**src/rtl/sdram_arbit.sv**
```systemverilog
// SDRAM master sequencer: owns the state bus decoded by the init/refresh/write/read
// sub-blocks, grants the command bus with priority refresh > write > read, and muxes pins.
module sdram_arbit #(
  parameter int         TIMEOUT = 64,
  parameter logic [3:0] NOP     = 4'b0111
) (
  input  logic        sclk,
  input  logic        s_rst_n,
  input  logic        flag_init_end,
  input  logic [3:0]  init_cmd,
  input  logic [11:0] init_addr,
  input  logic        ref_req,
  input  logic        flag_ref_end,
  input  logic [3:0]  ref_cmd,
  input  logic [11:0] ref_addr,
  input  logic        wr_req,
  input  logic        flag_wr_end,
  input  logic [3:0]  wr_cmd,
  input  logic [11:0] wr_addr,
  input  logic [1:0]  wr_bank,
  input  logic        rd_req,
  input  logic        flag_rd_end,
  input  logic [3:0]  rd_cmd,
  input  logic [11:0] rd_addr,
  input  logic [1:0]  rd_bank,
  output logic [4:0]  state,
  output logic        ref_en,
  output logic        wr_en,
  output logic        rd_en,
  output logic [3:0]  sdram_cmd,
  output logic [11:0] sdram_addr,
  output logic [1:0]  sdram_bank,
  output logic        timeout_err
);

  typedef enum logic [4:0] {
    S_AREF  = 5'b00000,
    S_INIT  = 5'b00001,
    S_ARBIT = 5'b00010,
    S_WRITE = 5'b00100,
    S_READ  = 5'b01000
  } state_t;

  localparam logic [7:0] T_LAST = 8'(TIMEOUT - 1);

  state_t     cur_state;
  logic [7:0] timer;
  logic       end_flag;

  assign state = cur_state;

  // Only the end flag of the block that owns the bus counts; the others are ignored.
  always_comb begin
    end_flag = 1'b0;
    case (cur_state)
      S_AREF:  end_flag = flag_ref_end;
      S_WRITE: end_flag = flag_wr_end;
      S_READ:  end_flag = flag_rd_end;
      default: end_flag = 1'b0;
    endcase
  end

  // Handshake: a sub-block holds *_req high until it sees its *_en pulse; *_en is high
  // only in the first cycle `state` shows the granted service state, and the block
  // releases the bus with a one-cycle flag_*_end pulse while it still owns the state.
  always_ff @(posedge sclk or negedge s_rst_n) begin
    if (!s_rst_n) begin
      cur_state   <= S_INIT;
      ref_en      <= 1'b0;
      wr_en       <= 1'b0;
      rd_en       <= 1'b0;
      timeout_err <= 1'b0;
      timer       <= 8'd0;
    end else begin
      ref_en      <= 1'b0;
      wr_en       <= 1'b0;
      rd_en       <= 1'b0;
      timeout_err <= 1'b0;
      case (cur_state)
        S_INIT: begin
          timer <= 8'd0;
          if (flag_init_end) cur_state <= S_ARBIT;
        end
        S_ARBIT: begin
          timer <= 8'd0;
          if (ref_req) begin
            cur_state <= S_AREF;
            ref_en    <= 1'b1;
          end else if (wr_req) begin
            cur_state <= S_WRITE;
            wr_en     <= 1'b1;
          end else if (rd_req) begin
            cur_state <= S_READ;
            rd_en     <= 1'b1;
          end
        end
        S_AREF, S_WRITE, S_READ: begin
          // Every exit goes through ARBIT so a pending refresh is always re-arbitrated.
          if (end_flag) begin
            cur_state <= S_ARBIT;
            timer     <= 8'd0;
          end else if (timer == T_LAST) begin
            cur_state   <= S_ARBIT;
            timeout_err <= 1'b1;
            timer       <= 8'd0;
          end else if (timer != 8'hff) begin
            timer <= timer + 8'd1;
          end
        end
        default: begin
          cur_state <= S_ARBIT;
          timer     <= 8'd0;
        end
      endcase
    end
  end

  always_comb begin
    sdram_cmd  = NOP;
    sdram_addr = 12'd0;
    sdram_bank = 2'd0;
    case (cur_state)
      S_INIT: begin
        sdram_cmd  = init_cmd;
        sdram_addr = init_addr;
      end
      S_AREF: begin
        sdram_cmd  = ref_cmd;
        sdram_addr = ref_addr;
      end
      S_WRITE: begin
        sdram_cmd  = wr_cmd;
        sdram_addr = wr_addr;
        sdram_bank = wr_bank;
      end
      S_READ: begin
        sdram_cmd  = rd_cmd;
        sdram_addr = rd_addr;
        sdram_bank = rd_bank;
      end
      default: begin
        sdram_cmd  = NOP;
        sdram_addr = 12'd0;
        sdram_bank = 2'd0;
      end
    endcase
  end

endmodule

```
**config.mk**
```make
export PLATFORM = sky130hd
export DESIGN_NAME = sdram_arbit
export DESIGN_NICKNAME = d
export VERILOG_FILES = /design/src/rtl/sdram_arbit.sv
export SDC_FILE = /design/constraint.sdc
export NUM_CORES = 1
export LEC_CHECK = 0
export ABC_AREA = 1
export CORE_MARGIN = 10
export CORE_UTILIZATION = 34
export CTS_CLUSTER_DIAMETER = 150
export DETAILED_ROUTE_END_ITERATION = 12
export PLACE_DENSITY = 0.81
export REMOVE_ABC_BUFFERS = 1
export SLEW_MARGIN = 20
export SYNTH_ARGS = -nofsm -noshare
export SYNTH_HDL_FRONTEND = slang
export SYNTH_SLANG_ARGS = --single-unit
export TNS_END_PERCENT = 50
```
**constraint.sdc**
```tcl
create_clock -name sclk -period 2.13 [get_ports sclk]
set_clock_uncertainty 0.1 [all_clocks]
set_input_delay 0.426 -clock sclk [delete_from_list [all_inputs] [get_ports sclk]]
set_output_delay 0.426 -clock sclk [all_outputs]
set_load 0.005 [all_outputs]
```
==> out/metrics.yaml <==
final_cell_mix: "84 x clkdlybuf4s50_1, 52 x nand2_1, 45 x nand3_1"
p_leak_nw: 1.25
fillers: 330
grt_pass1_wl_um: 10100
swShare: 0.406
area_growth_pct: 98.6
place_congestion: 0.821
synth_top_area_cell: "dfrtp_1"
synth_top_area_frac: 0.272
num_antenna_cells: 0
die_w_um: 83.7
clock_latency_ps: 250
synth_cells: 207
drt_first_iter_violations: 88
end_kind: "output pin"
setup_violations: 1
num_vias: 1944
finalMaxSlewViolations: 0
max_clock_freq_mhz: 468
synth_area_leaders: "dfrtp_1 27%, nand3_1 17%, nand2_1 14%"
cp.required_ps: 1600
rsz0062_at_grt: "true"
floorplan.initialDensity: 0.348
ys_warn_count: 0
fin_nets: 408
worst-path-max-fanout: 16
dpl.hpwl_um: 4910
hold_buffers: 0
min_period_over_period: 1.00
p_per_area_mw_per_mm2: 923
row_count: 23
power_mw: 2.53
grt_overflow: 0
ctsLongestPathBuffers: 2
drive_gt1_frac: 0.204
critPathKind: "reg -> out"
vdd_drop_max_mv: 0.663
grt_pass1_vias: 1900
synth_seq_cells: 16
antenna_found_initial: 0
cts.clk_slew.worst_paths_ps: 60
layout_min_cycle_time_ps: 2140
p_clk_frac: 0.106
setup_ws_ps: -8.31
cp.arrival_ps: 1610
maxCapViolCount: 0
intPower_mw: 1.50
fp.dieH_um: 83.7
hold_viol_final: 0
cp-start-kind: "register"
post_drt_wl_per_cell_um: 16.4
p_sw_mw: 1.03
yosysUniqueCellTypes: 29
violations: "negative setup slack"
dr.pass1.iters: 4
cts_tree: "built"
port_buffers: 102
grt_max_degree: 25
htreeDepth: 1
fp.coreArea_mm2: 0.00397
seq_area_frac_synth: 0.291
cts_made_buffers: 3
final_common_cell: "clkdlybuf4s50_1"
place_ws_ps: -58.4
hp-class: "in -> async"
avgSynthCellArea_um2: 6.67
drc: 0
cts-root-buf: "clkbuf_8"
via_per_inst: 5.13
io_pins: 104
totalWireLength_um: 6230
ant_nets: 0
rrSetupSlack_ps: 330
power_frac_comb: 0.733
status: "finished with violations"
seqPwrFrac: 0.160
syn_area_mm2: 0.00138
grt_util_all_layers: 0.172
cts_sinks: 16
dieArea_mm2: 0.00701
==> cells by family after synthesis <==
logic type	after synthesis	share of synthesized area
buffers and inverters	29	0.0924
other	1	0.00271
AOI/OAI and AO/OA	12	0.0553
and+or+nand+nor	147	0.543
DFF	16	0.291
xor gates and xnor gates	1	0.00634
adders and majority gates	1	0.00906
==> per-layer routing <==
metal | vias up | GRT usage | share of wire
li1 | 953 | - | -
met1 | 895 | 0.202 | 0.41
met2 | 85 | 0.294 | 0.48
met3 | 11 | 0.0488 | 0.082
met4 | 0 | 0.0502 | 0.021
met5 | - | 0 | 0
==> flip-flops by register name, summed over array words and instances (netlist names) <==
signal       flops
timer            8
wr_en            1
timeout_err      1
ref_en           1
rd_en            1
state            4
==> final timing paths <==
| kind | start | endpoint | cells after the start |
|---|---|---|---|
| setup / recovery | state[0]$_DFFE_PN1P_ | sdram_addr[5] | 7 |
| hold / removal | s_rst_n | timer[3]$_DFFE_PN0P_ | 2 |
| setup reg to reg | state[3]$_DFFE_PN0P_ | timer[0]$_DFFE_PN0P_ | 10 |
| hold reg to reg | timer[7]$_DFFE_PN0P_ | timer[7]$_DFFE_PN0P_ | 2 |
| max in group asynchronous | s_rst_n | state[0]$_DFFE_PN1P_ | 2 |
| min in group sclk | timer[7]$_DFFE_PN0P_ | timer[7]$_DFFE_PN0P_ | 2 |
==> power by group through the flow <==
stage          logic [mW]  registers (mW)  clock network [mW]
2_1_floorplan       0.675           0.416                   0
3_3_place_gp         1.79           0.400                   0
3_5_place_dp         1.82           0.402                   0
4_1_cts              1.89           0.404               0.266
5_1_grt              2.03           0.413               0.277
6_report             1.86           0.406               0.269
==> synthesized netlist by cell type <==
master    count
nand3b_1      2
xor2_1        1
nand2_4       1
conb_1        1
ha_1          1
nor2_2        1
dfstp_2       1
nor3_2        1
nand3_2       1
a21oi_1       5
nor3_4        1
nand4_1      18
dfrtp_1      15
o21ai_0       3
nand2_2       4
nor2_4        3
a21boi_1      1
buf_2         6
inv_1        20
a211oi_2      1
nor3_1        4
a31o_2        1
o211ai_1      1
buf_4         3
or2_2         1
nand3_4       1
nand2_1      53
nor2_1       10
nand3_1      46
==> metrics by stage <==
stage | area, um^2 | hold WS (ps) | setup TNS, ps | cells | util
floorplan | 1330 | 30.4 | -3100 | 198 | -
global placement | 2620 | 451 | -352 | 368 | 0.660
detailed placement | 2620 | 457 | -699 | 368 | 0.660
CTS | 2770 | 402 | 0 | 379 | 0.697
global route | 2740 | 405 | -679 | 379 | 0.691
finish | 2740 | 393 | -8.31 | 379 | 0.691
==> critical path, cell delays in order, from the launching register on <==
cell,delay [ps]
dfstp_2,550
buf_4,130
nand3_2,90
inv_2,80
buf_12,140
nand2_1,60
nand4_1,90
clkdlybuf4s15_2,210
==> final cells by class <==
type                    instances  area [um^2]  area share
clock buffers                   4         55.1      0.0201
inverters                      20         75.1      0.0274
multi-input cells             162          872       0.318
flip-flops and latches         16          402       0.146
well taps                      50         62.6      0.0228
repair buffers                127         1280       0.465
==> repair_timing <==
action                     in CTS  in global routing
pin swaps                       1                  6
buffers inserted                6                  0
setup endpoints to repair      18                 18
gates resized for setup        56                 11
gates cloned                    1                  0
(Power assumes the default switching activity.)
